### src/rtl/pc_fetch_unit_if.sv
// Instruction-memory request/response bundle between the fetch unit and instruction memory.
// The master drives the request; the slave returns the word in the same cycle as ready.
interface pc_fetch_unit_if;
  logic        imem_req;
  logic [31:0] imem_addr;
  logic        imem_ready;
  logic [31:0] imem_rdata;

  modport master (
    output imem_req,
    output imem_addr,
    input  imem_ready,
    input  imem_rdata
  );

  modport slave (
    input  imem_req,
    input  imem_addr,
    output imem_ready,
    output imem_rdata
  );
endinterface

### src/rtl/pc_fetch_unit.sv
// Fetch stage: owns the PC, requests instructions over the imem handshake and fills the
// IF/ID register. It handles decode backpressure and branch/jump redirects.
module pc_fetch_unit #(
  parameter logic [31:0] RESET_PC = 32'h0000_0000,
  parameter int unsigned GAP      = 4
) (
  input  logic                   clk,
  input  logic                   rst_n,
  input  logic                   stall_i,
  input  logic                   redirect_valid_i,
  input  logic [31:0]            redirect_address_i,
  pc_fetch_unit_if.master        imem,
  output logic                   inst_valid_o,
  output logic [31:0]            inst_word_o,
  output logic [31:0]            inst_address_o
);

  typedef enum logic [1:0] {StBoot, StFetch, StStall, StFlush} state_e;

  state_e      state_q;
  logic [31:0] pc_q;
  logic        inst_valid_q;
  logic [31:0] inst_word_q;
  logic [31:0] inst_address_q;

  logic [31:0] pc_next_seq;
  logic [31:0] redirect_pc;
  logic        held_and_stalled;

  // Wraps modulo 2^32 by construction.
  assign pc_next_seq      = pc_q + 32'(GAP);
  // Redirect targets are forced to word alignment.
  assign redirect_pc      = redirect_address_i & ~32'h0000_0003;
  assign held_and_stalled = inst_valid_q && stall_i;

  always_ff @(posedge clk or negedge rst_n) begin
    if (!rst_n) begin
      state_q        <= StBoot;
      pc_q           <= RESET_PC;
      inst_valid_q   <= 1'b0;
      inst_word_q    <= 32'h0;
      inst_address_q <= 32'h0;
    end else if (redirect_valid_i) begin
      // Redirect beats stall and any same-cycle memory response.
      state_q      <= StFlush;
      pc_q         <= redirect_pc;
      inst_valid_q <= 1'b0;
    end else begin
      case (state_q)
        StBoot: state_q <= StFetch;
        StFetch: begin
          if (held_and_stalled) begin
            state_q <= StStall;
          end else if (imem.imem_ready) begin
            inst_word_q    <= imem.imem_rdata;
            inst_address_q <= pc_q;
            inst_valid_q   <= 1'b1;
            pc_q           <= pc_next_seq;
          end else if (inst_valid_q) begin
            inst_valid_q <= 1'b0;
          end
        end
        StStall: begin
          if (!stall_i) begin
            inst_valid_q <= 1'b0;
            state_q      <= StFetch;
          end
        end
        StFlush: state_q <= StFetch;
        default: state_q <= StBoot;
      endcase
    end
  end

  always_comb begin
    imem.imem_req  = (state_q == StFetch) && !held_and_stalled;
    imem.imem_addr = pc_q;
  end

  assign inst_valid_o   = inst_valid_q;
  assign inst_word_o    = inst_word_q;
  assign inst_address_o = inst_address_q;

endmodule

### src/flat_wrapper.sv
// flat-port wrapper written by rule: the top's interface ports become plain ports
module pc_fetch_unit_flat 
#(
  parameter logic [31:0] RESET_PC = 32'h0000_0000,
  parameter int unsigned GAP      = 4
)
  (clk, rst_n, stall_i, redirect_valid_i, redirect_address_i, inst_valid_o, inst_word_o, inst_address_o, imem_imem_req, imem_imem_addr, imem_imem_ready, imem_imem_rdata);
  pc_fetch_unit_if imem_i ();
  input  logic clk;
  input  logic rst_n;
  input  logic stall_i;
  input  logic redirect_valid_i;
  input  logic [31:0] redirect_address_i;
  output logic inst_valid_o;
  output logic [31:0] inst_word_o;
  output logic [31:0] inst_address_o;
  output wire logic [$bits(imem_i.imem_req)-1:0] imem_imem_req;
  output wire logic [$bits(imem_i.imem_addr)-1:0] imem_imem_addr;
  input wire logic [$bits(imem_i.imem_ready)-1:0] imem_imem_ready;
  input wire logic [$bits(imem_i.imem_rdata)-1:0] imem_imem_rdata;
  assign imem_imem_req = imem_i.imem_req;
  assign imem_imem_addr = imem_i.imem_addr;
  assign imem_i.imem_ready = imem_imem_ready;
  assign imem_i.imem_rdata = imem_imem_rdata;
  pc_fetch_unit #(.RESET_PC(RESET_PC), .GAP(GAP)) u_core (.clk(clk), .rst_n(rst_n), .stall_i(stall_i), .redirect_valid_i(redirect_valid_i), .redirect_address_i(redirect_address_i), .imem(imem_i), .inst_valid_o(inst_valid_o), .inst_word_o(inst_word_o), .inst_address_o(inst_address_o));
endmodule
### config.mk
export PLATFORM = sky130hd
export DESIGN_NAME = pc_fetch_unit_flat
export DESIGN_NICKNAME = d
export VERILOG_FILES = /design/src/rtl/pc_fetch_unit_if.sv /design/src/rtl/pc_fetch_unit.sv /design/src/flat_wrapper.sv
export SDC_FILE = /design/constraint.sdc
export NUM_CORES = 1
export LEC_CHECK = 0
export ABC_AREA = 1
export BUFFER_PORTS_ARGS = -buffer_cell sky130_fd_sc_hd__buf_2
export CAP_MARGIN = 10
export CORE_ASPECT_RATIO = 0.75
export CORE_MARGIN = 2
export CORE_UTILIZATION = 51
export CTS_BUF_LIST = sky130_fd_sc_hd__clkbuf_8
export DETAILED_ROUTE_END_ITERATION = 8
export PLACE_DENSITY = 0.82
export REMOVE_ABC_BUFFERS = 1
export SYNTH_ARGS = -nofsm -noshare
export SYNTH_HDL_FRONTEND = slang
export SYNTH_SLANG_ARGS = --single-unit
### constraint.sdc
create_clock -name clk -period 1.7 [get_ports clk]
set_input_delay 0.255 -clock clk [delete_from_list [all_inputs] [get_ports clk]]
set_output_delay 0.255 -clock clk [all_outputs]
set_load 0.02 [all_outputs]
Yosys cells after proc, flatten, opt, wreduce, memory -nomap -nowiden
Index checks and enable logic that the tools add are counted.
{"block": "totals", "register_bits": 99, "word_cells": 40, "output_inout_bits": 98, "input_bits": 69}
{"block": "classes", "mux": 13, "add_sub_neg": 1, "n_reduce_logical": 12, "n_bitwise": 2, "eq_ne": 7}
{"op": "32-bit 2-to-1 mux", "count": 4}
{"op": "32-bit by 3-bit adder with 32-bit output, second input constant", "count": 1}
{"op": "2-bit 2-to-1 mux", "count": 3}
{"op": "3-bit inequality test, second input constant", "count": 2}
{"op": "2-bit one-hot mux with 3 select lines", "count": 1}
{"op": "3-bit AND reduction", "count": 2}
{"op": "2-bit equality test, second input constant", "count": 2}
{"op": "1-bit 2-to-1 mux", "count": 4}
{"op": "4-bit AND reduction", "count": 1}
{"op": "2-bit nonzero test", "count": 2}
{"op": "3-bit by 2-bit inequality test with 1-bit output, second input constant", "count": 1}
{"op": "3-bit nonzero test", "count": 1}
{"op": "2-bit by 1-bit equality test with 1-bit output, second input constant", "count": 1}
{"op": "1-bit logical AND", "count": 2}
{"op": "2-bit logical NOT", "count": 1}
{"op": "2-bit inequality test, second input constant", "count": 1}
{"op": "1-bit NOT", "count": 2}
{"op": "1-bit one-hot mux with 2 select lines", "count": 1}
{"op": "2-bit AND reduction", "count": 1}
{"op": "2-bit OR reduction", "count": 1}
{"op": "1-bit logical NOT", "count": 1}

Longest topological paths before layout
{"block": "depth", "depth_word": 5, "mapped_depth": 10, "ltp_nobuf": 10}

Worst setup path before layout
OpenSTA, ideal clock, no wires.
{"block": "synth_path", "path_type": "flip-flop to flip-flop", "startpoint": "reg u_core.pc_q[3] (netlist: u_core.imem.imem_addr[3])", "endpoint": "reg u_core.pc_q[24] (netlist: u_core.imem.imem_addr[24])", "n_path_buf": 0, "arrival_ns": 1.478, "stages_incl_launch_ff": 9, "path_slack_ns": 0.093, "path_cell_list": "dfrtp_1 > ha_1 > nand2_1 > nor2_4 > nand2_2 > nor2_4 > nand2_1 > o21ai_1 > nand3_1"}
{"block": "synth_via", "elab_chain_len": 5}
{"element": "start: declaration", "line": "pc_fetch_unit.sv:21", "source": "logic [31:0] pc_q;"}
{"element": "start signal: assignment", "line": "pc_fetch_unit.sv:46", "source": "pc_q <= redirect_pc;"}
{"element": "start signal: assignment", "line": "pc_fetch_unit.sv:58", "source": "pc_q <= pc_next_seq;"}
{"element": "32-bit by 3-bit adder with 32-bit output", "line": "pc_fetch_unit.sv:31", "source": "assign pc_next_seq = pc_q + 32'(GAP);"}
{"element": "32-bit 2-to-1 mux", "line": "pc_fetch_unit.sv:54", "source": "end else if (imem.imem_ready) begin"}
{"element": "32-bit 2-to-1 mux", "line": "pc_fetch_unit.sv:52", "source": "if (held_and_stalled) begin"}
{"element": "32-bit 2-to-1 mux", "line": "pc_fetch_unit.sv:49", "source": "case (state_q)"}
{"element": "32-bit 2-to-1 mux", "line": "pc_fetch_unit.sv:43", "source": "end else if (redirect_valid_i) begin"}
Every way passes these cells. The select of a mux whose other input is x is not followed.
A chain may end at the register's enable or synchronous reset.

Worst setup path after layout
{"block": "layout_path", "startpoint": "reg u_core.pc_q[2] (netlist: u_core.imem.imem_addr[2])", "endpoint": "reg u_core.pc_q[14] (netlist: u_core.imem.imem_addr[14])"}
The elaborated chain is that of the path after synthesis.

==> summary.md <==
| Metric | Value |
|---|---|
| Endpoint class of the critical path | `flop` |
| Critical path class | `flop to flop` |
| M1 wire length | `about 5400 um` |
| Peak supply drop | `0.792 mV` |
| Most frequent CP cell | `nor2_4` |
| Max Cap Violations | `0` |
| GRT Residual Overflow | `0` |
| Top routing layer used | `met4` |
| Worst path max stage delay | `410 ps` |
| Avg Cell Area, Syn | `7.85 sq um` |
| Final setup viols | `0` |
| Worst Path Arrival | `1860 ps` |
| Synth area leaders | `dfrtp_1 52%, nand2_1 19%, nor2_1 5.5%` |
| Layout cells sized above 1 | `28.2%` |
| Core Util, Final | `between 60 and 70%` |
| Global-route wire length before repair | `19,900 um` |
| HP Class | `input port to flop` |
| Fmax | `624 MHz` |
| DRT Pass-1 Iters | `7` |
| DR WL/cell | `14.5 um` |
| Bufs and invs on worst path | `1` |
| Hold path depth | `3` |
| DR WL met2 | `5640 um` |
| CP top delay family | `simple AND/OR/NAND/NOR gates` |
| Synth area leader | `dfrtp_1` |
| Clock latency on the worst-skew pair | `380 ps` |
| Worst Reg2Reg Path Length in Cells | `8` |
| Number of H-tree levels | `3` |
| Nets@finish | `817` |
| Top-area cell type share of the netlist area | `between 50% and 60%` |
| Vias in the first global route | `approximately 4,100` |
| Placed insts | `837` |
| Antenna viol nets, final | `0` |
| Mapped Area | `0.00458 sq mm` |
| Worst Path Max Fanout | `4` |
| IO Pins | `about 170` |
| Fill cell total of the finished layout | `724` |
| Drt drc | `0` |
| RSZ-0062 raised after global routing | `true` |
| Critical path launch point type | `flop` |
| Ant diodes | `0` |
| Die Footprint | `around 0.01 sq mm` |
| Lkg Pwr | `around 3.1 nW` |
| CTS sink cnt | `95` |
| Initial DRC Count | `353` |
| CTS Buf Count | `9` |
| Via count | `4,478` |
| Syn Inst Count | `~580` |
| GPL Wtd Cong | `0.913` |
| CP max stage cell | `dfrtp_1` |
| Final Max Tran Viols | `0` |
| Distinct cells, synth | `30` |
| Initial core utilization | `53.2%` |
| Final hold vios | `0` |
| Outcome | `finished clean` |
| CTS tree | `yes` |
| Antenna violations before repair | `0` |
| CP Depth | `8` |
| Area Overhead vs Synth | `27.3%` |
| Final Total Pwr | `6.50 mW` |
| Site Rows | `29` |
| Routed wl met3 | `around 1200 um` |
| Min Tclk post-route | `1600 ps` |
| Pwr/cell area | `1120 mW/mm^2` |
| Clock root cell | `clkbuf_8` |
| Port Buffers | `160` |
| Worst Clk Skew | `15.5 ps` |
| Post-route insts no fill | `860` |
| Vias per cell | `about 5.2` |
| CTS max path bufs | `2` |
| Gr usage total | `25.9%` |
| CTS clk-pin slew, worst paths | `90 ps` |
| CP cell instances | `ha_2 -> nand2_1 -> nor2_4 -> nand2_4 -> nor2_4 -> buf_4 -> xor2_1 -> o21ai_0` |
| Yosys warnings | `0` |
| Post-DP HPWL | `9000 um` |
| Seq cells post-synth | `95` |
| Largest net degree at the start of global routing | `57` |
| Core Area | `0.00860 sq mm` |
| Fin crit share | `94.3%` |
| Total Wirelength | `around 12,000 um` |
| DIE HEIGHT | `about 86 um` |
| Sequential fraction of the synthesis area | `51.9%` |
| Die Span X | `113 um` |
| Worst path required time | `1950 ps` |
-- synth_stat cells (all sizes together) --
library cell  count
and2              2
inv              36
or2               1
nor2             78
dfrtp            95
a31oi             1
nand3            37
o211ai            1
o21ai            30
nand4             6
a22oi            13
conb              1
a21oi            12
clkbuf            4
buf              22
xor2              8
a211oi            1
ha                1
xnor2             1
nand2           231
nor3              2
-- per-layer routing --
| layer | GRT usage [%] | vias up |
|---|---|---|
| li1 | - | 2155 |
| met1 | 36.4 | 2090 |
| met2 | 39.4 | 207 |
| met3 | 7.63 | 26 |
| met4 | 7.32 | 0 |
| met5 | 0 | - |
-- report_power, final --
part | switching (mW) | internal (mW) | leakage, nW
sequential | 0.307 | 2.67 | 1.16
combinational | 1.24 | 0.630 | 1.87
clock | 0.826 | 0.830 | 0.102
-- flip-flops by register name (all words and copies together), names as in the netlist --
signal and cells:
u_core.inst_word_o 32, u_core.imem.imem_addr 30, u_core.inst_address_o 30, u_core.state_q 2
u_core.inst_valid_o 1
-- worst paths after layout --
check	start	to	slack, ps
max	u_core.imem.imem_addr[2]	u_core.imem.imem_addr[14]	100
min	imem_imem_rdata[1]	u_core.inst_word_o[1]	80
max reg2reg	u_core.imem.imem_addr[2]	u_core.imem.imem_addr[14]	100
min reg2reg	u_core.inst_word_o[20]	u_core.inst_word_o[20]	470
max in group asynchronous	rst_n	u_core.imem.imem_addr[6]	780
min in group asynchronous	rst_n	u_core.inst_address_o[17]	370
-- cell families after synthesis --
family / share of synthesized area, %
buffers and inverters: 6.15
xor gates and xnor gates: 1.72
adders and majority gates: 0.273
AOI/OAI and AO/OA: 7.19
DFF: 51.9
and+or+nand+nor: 32.6
other: 0.0819
-- cell type report --
class / count / area (sq um) / area share (%)
Sequential cell: 95 / 2380 / 40.8
Clock buffer: 9 / 124 / 2.13
Tap cell: 108 / 135 / 2.32
Inverter: 36 / 140 / 2.41
Clock inverter: 7 / 96.3 / 1.65
Timing Repair Buffer: 176 / 997 / 17.1
Multi-Input combinational cell: 429 / 1950 / 33.6
-- worst register-to-register path, stage by stage, from the launching register on --
cell and delay [ps]:
dfrtp_1 410, ha_2 190, nand2_1 100, nor2_4 160, nand2_4 120, nor2_4 160
buf_4 130, xor2_1 130, o21ai_0 80
-- layout by cell type, fill, tap and decap left out, types with 3 or more instances in the layout --
master	count
nand2_1	227
conb_1	4
o21ai_0	28
a22oi_1	13
nand4_1	6
inv_1	34
buf_12	4
buf_4	10
nor2_4	8
a21oi_1	12
clkinvlp_4	3
xor2_1	8
nor2_2	5
dfrtp_1	95
buf_2	159
nor2_1	65
clkbuf_8	9
nand3_1	36
-- repair_timing --
action / CTS / global route
endpoints found under the setup margin: 0 / 18
setup buffers: 0 / 5
hold buffers: 1 / 0
endpoints found under the hold margin: 31 / 0
resized for setup: 0 / 11
-- metrics by stage --
stage / hold slack [ps] / cell area (sq um) / setup slack [ps] / setup TNS, ps
detailed placement: 235 / 5500 / 72.0 / 0
floorplan: -40.6 / 4440 / -73.9 / -91.6
global placement: 225 / 5500 / 158 / 0
CTS: 63.0 / 5730 / 39.2 / 0
finish: 76.2 / 5820 / 96.7 / 0
global route: 69.6 / 5820 / -27.4 / -27.4
Power figures use the tool's default switching activity.
